--- src/rtl/uart_pkg.sv ---
// Shared UART receive types and default frame parameters.
package uart_pkg;
  localparam int DBIT_DEF    = 8;
  localparam int SB_TICK_DEF = 16;

  typedef enum logic [1:0] {IDLE, START, DATA, STOP} state_t;
endpackage

--- src/rtl/sync_2ff.sv ---
// Two-flop synchronizer for one asynchronous input bit.
// Reset loads both flops with RST_VAL so no false edge is seen when reset is released.
module sync_2ff #(
  parameter logic RST_VAL = 1'b1
) (
  input  logic clk,
  input  logic reset,
  input  logic d,
  output logic q
);
  logic meta;

  always_ff @(posedge clk or posedge reset) begin
    if (reset) begin
      meta <= RST_VAL;
      q    <= RST_VAL;
    end else begin
      meta <= d;
      q    <= meta;
    end
  end
endmodule

--- src/rtl/uart_rx.sv ---
// UART receiver using 16x oversampling: it finds the middle of the start bit, then samples each data bit at its centre.
// It produces a one-clk rx_done_tick together with frame_err. There is no backpressure.
module uart_rx #(
  parameter int DBIT    = uart_pkg::DBIT_DEF,
  parameter int SB_TICK = uart_pkg::SB_TICK_DEF
) (
  input  logic            clk,
  input  logic            reset,
  input  logic            rx,
  input  logic            s_tick,
  output logic [DBIT-1:0] dout,
  output logic            rx_done_tick,
  output logic            frame_err
);
  import uart_pkg::*;

  localparam int NW = (DBIT > 1) ? $clog2(DBIT) : 1;
  localparam logic [4:0]    S_MID  = 5'd7;
  localparam logic [4:0]    S_BIT  = 5'd15;
  localparam logic [4:0]    S_STOP = 5'(SB_TICK - 1);
  localparam logic [NW-1:0] N_LAST = NW'(DBIT - 1);

  logic            rx_s;
  state_t          state;
  logic [4:0]      s;    // 5 bits so that a 2-stop-bit count (31) fits
  logic [NW-1:0]   n;
  logic [DBIT-1:0] b;

  sync_2ff #(.RST_VAL(1'b1)) u_sync (
    .clk   (clk),
    .reset (reset),
    .d     (rx),
    .q     (rx_s)
  );

  always_ff @(posedge clk or posedge reset) begin
    if (reset) begin
      state        <= IDLE;
      s            <= '0;
      n            <= '0;
      b            <= '0;
      rx_done_tick <= 1'b0;
      frame_err    <= 1'b0;
    end else begin
      rx_done_tick <= 1'b0;
      frame_err    <= 1'b0;
      case (state)
        IDLE:
          if (!rx_s) begin
            state <= START;
            s     <= '0;
          end
        START:
          if (s_tick) begin
            if (s == S_MID) begin
              // A line that is high again at mid-start was a glitch.
              if (!rx_s) begin
                state <= DATA;
                s     <= '0;
                n     <= '0;
              end else begin
                state <= IDLE;
              end
            end else begin
              s <= s + 5'd1;
            end
          end
        DATA:
          if (s_tick) begin
            if (s == S_BIT) begin
              b <= {rx_s, b[DBIT-1:1]};
              s <= '0;
              if (n == N_LAST) state <= STOP;
              else             n     <= n + 1'b1;
            end else begin
              s <= s + 5'd1;
            end
          end
        STOP:
          if (s_tick) begin
            if (s == S_STOP) begin
              state        <= IDLE;
              rx_done_tick <= 1'b1;
              frame_err    <= ~rx_s;
            end else begin
              s <= s + 5'd1;
            end
          end
        default: state <= IDLE;
      endcase
    end
  end

  assign dout = b;
endmodule

--- config.mk ---
export PLATFORM = sky130hd
export DESIGN_NAME = uart_rx
export DESIGN_NICKNAME = d
export VERILOG_FILES = /design/src/rtl/uart_pkg.sv /design/src/rtl/sync_2ff.sv /design/src/rtl/uart_rx.sv
export SDC_FILE = /design/constraint.sdc
export NUM_CORES = 1
export LEC_CHECK = 0
export BUFFER_PORTS_ARGS = -buffer_cell sky130_fd_sc_hd__clkbuf_2
export CAP_MARGIN = 30
export CORE_ASPECT_RATIO = 1.2
export CORE_MARGIN = 2
export CORE_UTILIZATION = 46
export CTS_BUF_LIST = sky130_fd_sc_hd__clkbuf_2 sky130_fd_sc_hd__clkbuf_4 sky130_fd_sc_hd__clkbuf_8
export CTS_CLUSTER_DIAMETER = 200
export DETAILED_ROUTE_END_ITERATION = 7
export HOLD_SLACK_MARGIN = 0.06
export PLACE_DENSITY = 0.66
export SLEW_MARGIN = 20
export SYNTH_ARGS = -nofsm -noshare
export SYNTH_HDL_FRONTEND = slang
export SYNTH_SLANG_ARGS = --single-unit
--- constraint.sdc ---
create_clock -name clk -period 2.3 [get_ports clk]
set_input_delay 0.575 -clock clk [delete_from_list [all_inputs] [get_ports clk]]
set_output_delay 0.575 -clock clk [all_outputs]
set_load 0.005 [all_outputs]
==> results of run 1 <==
metrics by stage:
stage                     hold slack (ns)  utilization
after detailed placement            0.350        0.520
final                              0.0971        0.542
after CTS                           0.324        0.536
after global placement              0.349        0.520
after global routing               0.0833        0.542
after floorplan                     0.345            -
sequential cells by signal (all words and copies together), names as in the netlist, named ones only:
| signal | cells |
|---|---|
| frame_err | 1 |
| u_sync.meta | 1 |
| n | 3 |
| rx_done_tick | 1 |
| u_sync.q | 1 |
| s | 5 |
| state | 1 |
| dout | 8 |
final cells by class:
class | count | area (um^2)
clock buffer | 4 | 36.3
sequential | 22 | 553
timing repair buffer | 14 | 80.1
inverter | 5 | 18.8
fill | 206 | 1030
tap | 31 | 38.8
multi-input combinational | 65 | 498
placed cells by master (no fill, tap or decap), drive strengths merged:
cell     instances
and2             1
nor3             3
a21o             1
a31oi            1
mux2i            2
nor4             1
ha               4
a2bb2oi          1
and3b            1
dfstp            2
o21ai            5
nand4bb          1
and4b            1
nand2b           2
mux2             9
o31ai            1
nand2            6
inv              5
nor2b            1
a211o            2
a221o            2
a211oi           1
nor3b            3
a21oi            1
nand3            4
dfrtp           20
clkbuf          17
buf              1
nor2             6
a22o             3
o2bb2ai          1
o21a             1
cell usage after synthesis (2+ instances only):
cell / n / area share
dfrtp_1: 20 / 0.46
mux2_2: 8 / 0.083
nand2_1: 6 / 0.021
nor2_1: 6 / 0.021
inv_1: 5 / 0.017
o21ai_0: 5 / 0.023
ha_1: 4 / 0.046
nand3_1: 4 / 0.018
a22o_1: 3 / 0.024
nor3_1: 3 / 0.014
a211o_1: 2 / 0.016
a221o_1: 2 / 0.018
clkbuf_1: 2 / 0.0069
dfstp_2: 2 / 0.048
mux2i_1: 2 / 0.018
nand2b_1: 2 / 0.011
nor3b_1: 2 / 0.014
worst max path at each step:
stage	startpoint	end	slack [ns]	depth (start not counted)
floorplan	s[0]	dout[0]	0.58	4
global placement	s_tick	dout[5]	0.40	4
detailed placement	s_tick	dout[5]	0.37	4
CTS	s[0]	dout[5]	0.38	4
global route	s[0]	dout[1]	0.30	4
finish	s[0]	dout[5]	0.40	4
layer usage:
metal  up-vias  part of all wire  global-route usage  routed length, um
li1        376                 -                   -                  -
met1       379              0.45               0.187                813
met2        14              0.50               0.240                905
met3         4             0.029              0.0236                 52
met4         0             0.016              0.0735                 28
met5         -                 0                   0                  0
cell families (layout without fill, tap and decap cells):
kind of cell / after synthesis / in the layout
buffers and inverters: 9 / 23
muxes: 11 / 11
AOI/OAI and AO/OA: 20 / 20
DFF: 22 / 22
and+or+nand+nor: 30 / 30
adders and majority gates: 4 / 4
power by group:
group / internal [mW] / leakage [nW] / switching [mW]
registers: 0.467 / 0.278 / 0.128
clock network: 0.0966 / 0.0210 / 0.110
logic: 0.187 / 0.305 / 0.162
total: 0.750 / 0.604 / 0.400
==> metrics.md, run 1 <==
| Metric | Value |
|---|---|
| Status | finished clean |
| Wire length per cell | 12.8 um |
| Layout net count | 119 |
| Seq/Total Area, Yosys | 0.507 |
| Critical path startpoint category | register |
| Mux share of post-synthesis cell area | 0.111 |
| Fmax | 0.526 GHz |
| WL final | 1800 um |
| RR Endpoint | dout[5] |
| N_diodes | 0 |
| First-pass GRT wire length | 3140 um |
| CTS max path bufs | 2 |
| H-tree Lvls | 1 |
| Final slew viol count | 0 |
| Flop-to-flop setup slack | 0.40 ns |
| Post-synth EDFFs | 0 |
| Hold Fails Final Rpt | 0 |
| Ys async rst share | 1.00 |
| Post-synthesis compound-gate area fraction | 0.135 |
| Core ar. | 0.00226 mm^2 |
| Gr usage total | 0.145 |
| Post-Syn Instances | 96 |
| Worst path cell trace | ha_1 > and4b_4 > nor3b_4 > mux2_2 |
| CTS resizes | 0 |
| Largest stage delay, worst path | 0.43 ns |
| Die Y | 57.3 um |
| Post-Route Setup TNS | 0 ns |
| Synth warn | 0 |
| Largest net degree at the start of global routing | 23 |
| Final min period | 1.90 ns |
| Setup-failing EPs final | 0 |
| Total Power | 1.15 mW |
| Pwr/cell area | 939 mW/mm^2 |
| Starting Density | 0.483 |
| RSZ-0062 raised after global routing | false |
| Die area | 0.00278 mm^2 |
| Placed Cells | 136 |
| Worst slew margin | 0.674 |
| Worst skew pair latency | 0.30 ns |
| Adder-Cell Fraction of Synth Area | 0.0459 |
| Final worst slack | 0.398 ns |
| Post-synthesis register bit count | 22 |
| Worst Hold Class | in2async |
| Synthesized area | 0.00109 mm^2 |
| CTS tree | yes |
| IO buf count | 13 |
| Synth Area in XOR/XNOR | 0 |
| Synth unique cells | 35 |
| Slew @ Worst Pin | 0.484 ns |
| Cts bufs inserted | 3 |
| Antenna Violating Nets Remaining | 0 |
| Die Wd | 48.4 um |
| Buf/Inv on CP | 0 |
| Share of cells above drive strength 1 | 0.273 |
| Final worst path period share | 0.827 |
| Routability cong. | 0.762 |
| Post-synthesis simple-gate area fraction | 0.164 |
| DRT iter0 DRCs | 17 |
| Routed via count | 773 |
| Max Clock Skew | 0.00467 ns |
| Maxcap violations | 0 |
| DR DRC count | 0 |
| Peak VDD IR | 0.656 mV |
| P_leak | 0.604 nW |
| Reg2reg path depth | 4 |
| DR pass1 iterations | 4 |
| # hold bufs at CTS | 0 |
| Fin cells | 141 |
| Root buf cell | clkbuf_4 |
| WP data required | 2.50 ns |
| Clk slew on worst S/H paths | 0.11 ns |
| Arrival @ worst endpoint | 2.10 ns |
| Sink Count | 22 |
| DP HPWL | 1310 um |
| Area Growth Syn to Fin | 12.4% |
| I/O pin count | 14 |
| Vias in the first global route | 707 |
| Remaining global-route overflow | 0 |
| Mapped Avg Cell Area | 11.4 um^2 |
| Crit path max-delay family | simple AND/OR/NAND/NOR gates |
| Post-Syn Nets | 104 |
| Cell area after layout | 0.00122 mm^2 |
| Reg-to-Reg Start | s[0] |
| Post-CTS Setup Repair Bufs | 0 |
| Largest family of logic cells by synthesized area | simple AND/OR/NAND/NOR gates |
| Vias/cell | 5.48 |
| Site Rows | 19 |
| Crit path capture type | register |
| Pre-CTS WS | 0.365 ns |
| Kind of critical path | reg2reg |
| Top FF cell, synth | dfrtp_1 |
| Dpl cell area | 0.00117 mm^2 |
| Worst Path Max Fanout | 9 |
| Critical Path Slowest Stage Cell | nor3b_4 |
| Antenna violations before repair | 0 |
No activity file was read; power rests on OpenSTA's default activity.
==> run 2: changes to the inputs <==
--- a/config.mk
+++ b/config.mk
@@ -5,6 +5,7 @@
 export SDC_FILE = /design/constraint.sdc
 export NUM_CORES = 1
 export LEC_CHECK = 0
+export ABC_AREA = 1
 export BUFFER_PORTS_ARGS = -buffer_cell sky130_fd_sc_hd__clkbuf_2
 export CAP_MARGIN = 30
 export CORE_ASPECT_RATIO = 1.2
@@ -14,7 +15,7 @@
 export CTS_CLUSTER_DIAMETER = 200
 export DETAILED_ROUTE_END_ITERATION = 7
 export HOLD_SLACK_MARGIN = 0.06
-export PLACE_DENSITY = 0.66
+export PLACE_DENSITY = 0.65
 export SLEW_MARGIN = 20
 export SYNTH_ARGS = -nofsm -noshare
 export SYNTH_HDL_FRONTEND = slang
==> constraint.sdc (replaced) <==
create_clock -name clk -period 2 [get_ports clk]
set_input_delay 0.5 -clock clk [delete_from_list [all_inputs] [get_ports clk]]
set_output_delay 0.5 -clock clk [all_outputs]
set_load 0.005 [all_outputs]
==> run 2 against run 1 <==
Effect of this change: final area increased by 5.2%; setup slack worse by 0.084 ns; clock-buffer cell count is the same; die area grew 6.6%; first-iteration DRC count unchanged; maximum frequency increased by 13%; hold slack improved by 0.079 ns; global-route usage up 2.2 points; clock power rose by 11%; sequential power increased by 4.5%; via count grew 26%; critical path type unchanged; largest cell class unchanged.
==> metrics.md, run 2 <==
| Metric | Value |
|---|---|
| Status | finished clean |
| Die Wd | 50.0 um |
| Largest net degree at the start of global routing | 23 |
| Dpl cell area | 0.00126 mm^2 |
| Top-count cell post-synth | nand2_1 |
| Routed via count | 971 |
| Hold Fails Final Rpt | 0 |
| Largest family of logic cells by synthesized area | simple AND/OR/NAND/NOR gates |
| Sink Count | 22 |
| Sw Ratio | 0.414 |
| N_diodes | 0 |
| Max Clock Skew | 0.00651 ns |
| First-pass GRT wire length | 3760 um |
| # hold bufs at CTS | 0 |
| Final worst path period share | 0.843 |
| Commonest non-fill, non-tap cell in the layout | nand2_1 |
| Reg-to-Reg Start | s[0] |
| DRT iter0 DRCs | 17 |
| Flop-to-flop setup slack | 0.31 ns |
| Post-synthesis register bit count | 22 |
| Worst Hold Class | in2async |
| Post-Syn Nets | 156 |
| CP Depth | 8 |
| Synth Area in XOR/XNOR | 0.00750 |
| Buf/Inv on CP | 1 |
| Peak VDD IR | 0.520 mV |
| Mapped Avg Cell Area | 7.89 um^2 |
| Crit path capture type | register |
| DP HPWL | 1580 um |
| Multi-input gate area in the final layout | 519 um^2 |
| Register area | 553 um^2 |
| Die area | 0.00296 mm^2 |
| Worst slew margin | 0.801 |
| Area Growth Syn to Fin | 10.4% |
| Antenna violations before repair | 0 |
| Remaining global-route overflow | 0 |
| Site Rows | 20 |
| Worst Path Max Fanout | 4 |
| Mux share of post-synthesis cell area | 0 |
| Post-CTS Setup Repair Bufs | 0 |
| DR DRC count | 0 |
| Post-synthesis simple-gate area fraction | 0.346 |
| Post-synthesis compound-gate area fraction | 0.0482 |
| Max reg flops | 8 |
| Logic gate share of total power | 0.366 |
| Kind of critical path | reg2reg |
| Routability cong. | 0.923 |
| Pwr/cell area | 1040 mW/mm^2 |
| Core ar. | 0.00248 mm^2 |
| Largest cells by area after synthesis | dfrtp_1 43%, nand2_1 16%, nand3_1 6.0% |
| Area fraction of the dominant cell type after synthesis | 0.429 |
| WP data required | 2.21 ns |
| Sequential share of power | 0.463 |
| Layout net count | 173 |
| H-tree Lvls | 1 |
| Placed Cells | 193 |
| Sw Pwr | 0.555 mW |
| Worst path cell trace | ha_1 > nand2_2 > nor2_4 > inv_1 > ha_1 > o21ai_0 > o21ai_0 > nand2_1 |
| Seq/Total Area, Yosys | 0.474 |
| Synthesized area | 0.00117 mm^2 |
| Most frequent cells after synthesis | 49 x nand2_1, 20 x dfrtp_1, 15 x inv_1 |
| Gr usage total | 0.168 |
| Adder-Cell Fraction of Synth Area | 0.0429 |
| Synth warn | 0 |
| Final slew viol count | 0 |
| Share of cells above drive strength 1 | 0.207 |
| WL final | 2130 um |
| CTS tree | yes |
| Synth unique cells | 24 |
| IO buf count | 13 |
| Crit path max-delay family | adder cells |
| Arrival @ worst endpoint | 1.90 ns |
| WHS | 0.176 ns |
| Final min period | 1.69 ns |
| Antenna Violating Nets Remaining | 0 |
| Worst setup endpoint | s[4] |
| Post-Syn Instances | 148 |
| Fin cells | 197 |
| Root buf cell | clkbuf_4 |
| Ys async rst share | 1.00 |
| Vias in the first global route | 911 |
| CTS max path bufs | 2 |
| Vias/cell | 4.93 |
| Starting Density | 0.471 |
| Post-Route Setup TNS | 0 ns |
| Clock share of power | 0.171 |
| Reg2reg path depth | 8 |
| Slew @ Worst Pin | 0.296 ns |
| Cell area after layout | 0.00129 mm^2 |
| Critical Path Slowest Stage Cell | dfrtp_1 |
| Wire length per cell | 10.8 um |
| Commonest non-fill, non-tap cells in the layout | 49 x nand2_1, 20 x dfrtp_1, 15 x inv_1 |
| Clk slew on worst S/H paths | 0.12 ns |
| CP Launch Point | s[0] |
| Maxcap violations | 0 |
| Internal | 0.786 mW |
| CTS resizes | 0 |
| Largest stage delay, worst path | 0.41 ns |
| Die Y | 59.2 um |
| RR Endpoint | s[4] |
| DR pass1 iterations | 4 |
| Setup-failing EPs final | 0 |
| Fillcell total | 236 |
| P_leak | 0.736 nW |
| Fmax | 0.593 GHz |
| RSZ-0062 raised after global routing | false |
| Top FF cell, synth | dfrtp_1 |
| Cts bufs inserted | 3 |
| I/O pin count | 14 |
| Post-synth EDFFs | 0 |
| Area leader, netlist | dfrtp_1 |
| Critical path startpoint category | register |
| Worst skew pair latency | 0.32 ns |
## run 2: power by group through the flow
stage | logic, mW | registers [mW] | clock network (mW)
CTS | 0.498 | 0.621 | 0.235
floorplan | 0.435 | 0.594 | 0
finish | 0.492 | 0.621 | 0.229
detailed placement | 0.495 | 0.630 | 0
global route | 0.570 | 0.638 | 0.251
global placement | 0.483 | 0.625 | 0
## run 2: cell type report
| class | count | area share |
|---|---|---|
| Sequential cell | 22 | 0.429 |
| Inverter | 19 | 0.0563 |
| Clock buffer | 4 | 0.0233 |
| Tap cell | 33 | 0.0320 |
| Timing Repair Buffer | 14 | 0.0563 |
| Multi-Input combinational cell | 105 | 0.403 |
## run 2: cells by family (layout without fill, tap and decap cells)
family	Yosys count	in the layout
xor gates and xnor gates	1	1
DFF	22	22
adders and majority gates	4	4
and+or+nand+nor	91	91
buffers and inverters	21	37
AOI/OAI and AO/OA	9	9
## run 2: stage by stage
step / util / setup WS (ns) / power, mW
floorplan: - / 0.554 / 1.03
global placement: 0.508 / 0.505 / 1.11
detailed placement: 0.508 / 0.427 / 1.13
CTS: 0.520 / 0.297 / 1.35
global route: 0.520 / 0.178 / 1.46
finish: 0.520 / 0.314 / 1.34
## run 2: per-layer routing
layer	vias to the layer above	part of all wire	track usage	routed length, um
met1	450	0.44	0.185	946
met5	-	0	0	0
met4	0	0.023	0.0913	48
met2	21	0.50	0.308	1060
met3	5	0.036	0.0227	77
li1	495	-	-	-
## run 2: tightest hold or removal path, cell delays in order
cell and delay, ns:
clkbuf_2 0.08, inv_1 0.04, buf_4 0.28
## run 2: worst min-delay path by stage
stage                            from        to  slack (ns)
final                           reset   dout[2]        0.18
after global routing            reset   dout[4]        0.21
after CTS                       reset   dout[2]        0.18
after detailed placement  u_sync.meta  u_sync.q        0.35
after global placement    u_sync.meta  u_sync.q        0.35
after floorplan           u_sync.meta  u_sync.q        0.35
==> run 3: changes to the inputs <==
==> constraint.sdc (replaced) <==
create_clock -name clk -period 1.7 [get_ports clk]
set_input_delay 0.425 -clock clk [delete_from_list [all_inputs] [get_ports clk]]
set_output_delay 0.425 -clock clk [all_outputs]
set_load 0.005 [all_outputs]
==> run 3 against run 2 <==
Effect of this change: non-clock buffer count unchanged; hold slack got worse by 0.11 ns; critical path depth unchanged; global-route usage increased by 0.24 points; final cell count unchanged; routed wire length increased by 6.2%; combinational power increased by 24%; first-iteration DRC count increased by 94%.
==> metrics.md, run 3 (same netlist as run 2, synthesis figures left out) <==
| Metric | Value |
|---|---|
| Cts bufs inserted | 3 |
| Final min period | 1.59 ns |
| WHS | 0.0643 ns |
| WL final | 2260 um |
| Site Rows | 20 |
| Share of cells above drive strength 1 | 0.232 |
| Die Wd | 50.0 um |
| Routability cong. | 0.921 |
| Worst skew pair latency | 0.31 ns |
| Post-Route Setup TNS | 0 ns |
| Crit path capture type | register |
| Max Clock Skew | 0.0125 ns |
| Sink Count | 22 |
| Worst Hold Class | in2async |
| Root buf cell | clkbuf_4 |
| Commonest non-fill, non-tap cell in the layout | nand2_1 |
| DRT iter0 DRCs | 33 |
| Die area | 0.00296 mm^2 |
| Maxcap violations | 0 |
| Final slew viol count | 0 |
| Worst Path Max Fanout | 4 |
| Antenna violations before repair | 0 |
| DP HPWL | 1710 um |
| H-tree Lvls | 1 |
| Slew @ Worst Pin | 0.430 ns |
| Vias/cell | 5.13 |
| DR DRC count | 0 |
| N_diodes | 0 |
| Wire length per cell | 11.5 um |
| Pwr/cell area | 1230 mW/mm^2 |
| Arrival @ worst endpoint | 1.81 ns |
| Remaining global-route overflow | 0 |
| Worst slew margin | 0.713 |
| Gr usage total | 0.170 |
| First-pass GRT wire length | 3840 um |
| Largest net degree at the start of global routing | 13 |
| P_leak | 0.736 nW |
| CTS tree | yes |
| WP data required | 1.92 ns |
| Final worst path period share | 0.935 |
| Reg-to-Reg Start | s[0] |
| Clk slew on worst S/H paths | 0.12 ns |
| DR pass1 iterations | 5 |
| Routed via count | 1,011 |
| Layout net count | 173 |
| Status | finished clean |
| Hold Fails Final Rpt | 0 |
| Peak VDD IR | 0.661 mV |
| Cell area after layout | 0.00132 mm^2 |
| Core ar. | 0.00248 mm^2 |
| Critical path startpoint category | register |
| Setup-failing EPs final | 0 |
| Vias in the first global route | 956 |
| Fillcell total | 248 |
| Area Growth Syn to Fin | 13.0% |
| Fmax | 0.629 GHz |
| Starting Density | 0.471 |
| Die Y | 59.2 um |
| IO buf count | 13 |
| RSZ-0062 raised after global routing | false |
| I/O pin count | 14 |
| CTS max path bufs | 2 |
| Kind of critical path | reg2reg |
| Max reg flops | 8 |
| Antenna Violating Nets Remaining | 0 |
| Dpl cell area | 0.00126 mm^2 |
| Commonest non-fill, non-tap cells in the layout | 49 x nand2_1, 20 x dfrtp_1, 14 x inv_1, 14 x nand3_1 |
| CP Launch Point | s[0] |
## run 3: path summary, 6_finish.rpt
kind                       depth (start not counted)          end  slack (ns)
max                                                8         s[4]        0.11
min                                                2         s[1]        0.06
max reg2reg                                        8         s[4]        0.11
min reg2reg                                        0     u_sync.q        0.36
max in group asynchronous                          3      dout[1]        1.11
min in group clk                                   1  u_sync.meta        0.19
## run 3: what timing repair did
action	CTS	global route
buffers inserted	0	0
endpoints found under the setup margin	0	1
gates resized for setup	0	6
hold buffers	0	0
## run 3: report_power, final
group | internal (mW) | total, mW | switching, mW
logic | 0.220 | 0.612 | 0.392
registers | 0.614 | 0.746 | 0.132
clock network | 0.108 | 0.263 | 0.155
## run 3: per-layer routing
metal / vias up / wire length (um) / GRT usage
met5: - / 0 / 0
met4: 0 / 68 / 0.0913
met3: 11 / 82 / 0.0227
met2: 37 / 1100 / 0.297
met1: 467 / 1010 / 0.202
li1: 496 / - / -
## run 3: worst max-delay path, stage by stage, from the launching register on
cell     delay (ns)
dfrtp_1        0.45
ha_4           0.17
nand2_2        0.09
nor2_4         0.15
inv_2          0.06
ha_4           0.26
o21ai_0        0.09
o21ai_1        0.14
nand2_1        0.07
## run 3: cell type report
cell class                      instances  area, um^2  share of cell area
Multi-Input combinational cell        105         549               0.417
Inverter                               19        72.6              0.0550
Sequential cell                        22         553               0.419
Timing Repair Buffer                   14        72.6              0.0550
Tap cell                               33        41.3              0.0313
Clock buffer                            4        30.0              0.0228
## run 3: metrics by stage
| step | setup slack, ns | cells | power, mW | util |
|---|---|---|---|---|
| floorplan | 0.254 | 148 | 1.21 | - |
| global placement | 0.203 | 193 | 1.30 | 0.508 |
| detailed placement | 0.0965 | 193 | 1.33 | 0.508 |
| CTS | 0.0901 | 197 | 1.60 | 0.520 |
| global route | 0.0177 | 197 | 1.77 | 0.532 |
| finish | 0.110 | 197 | 1.62 | 0.532 |
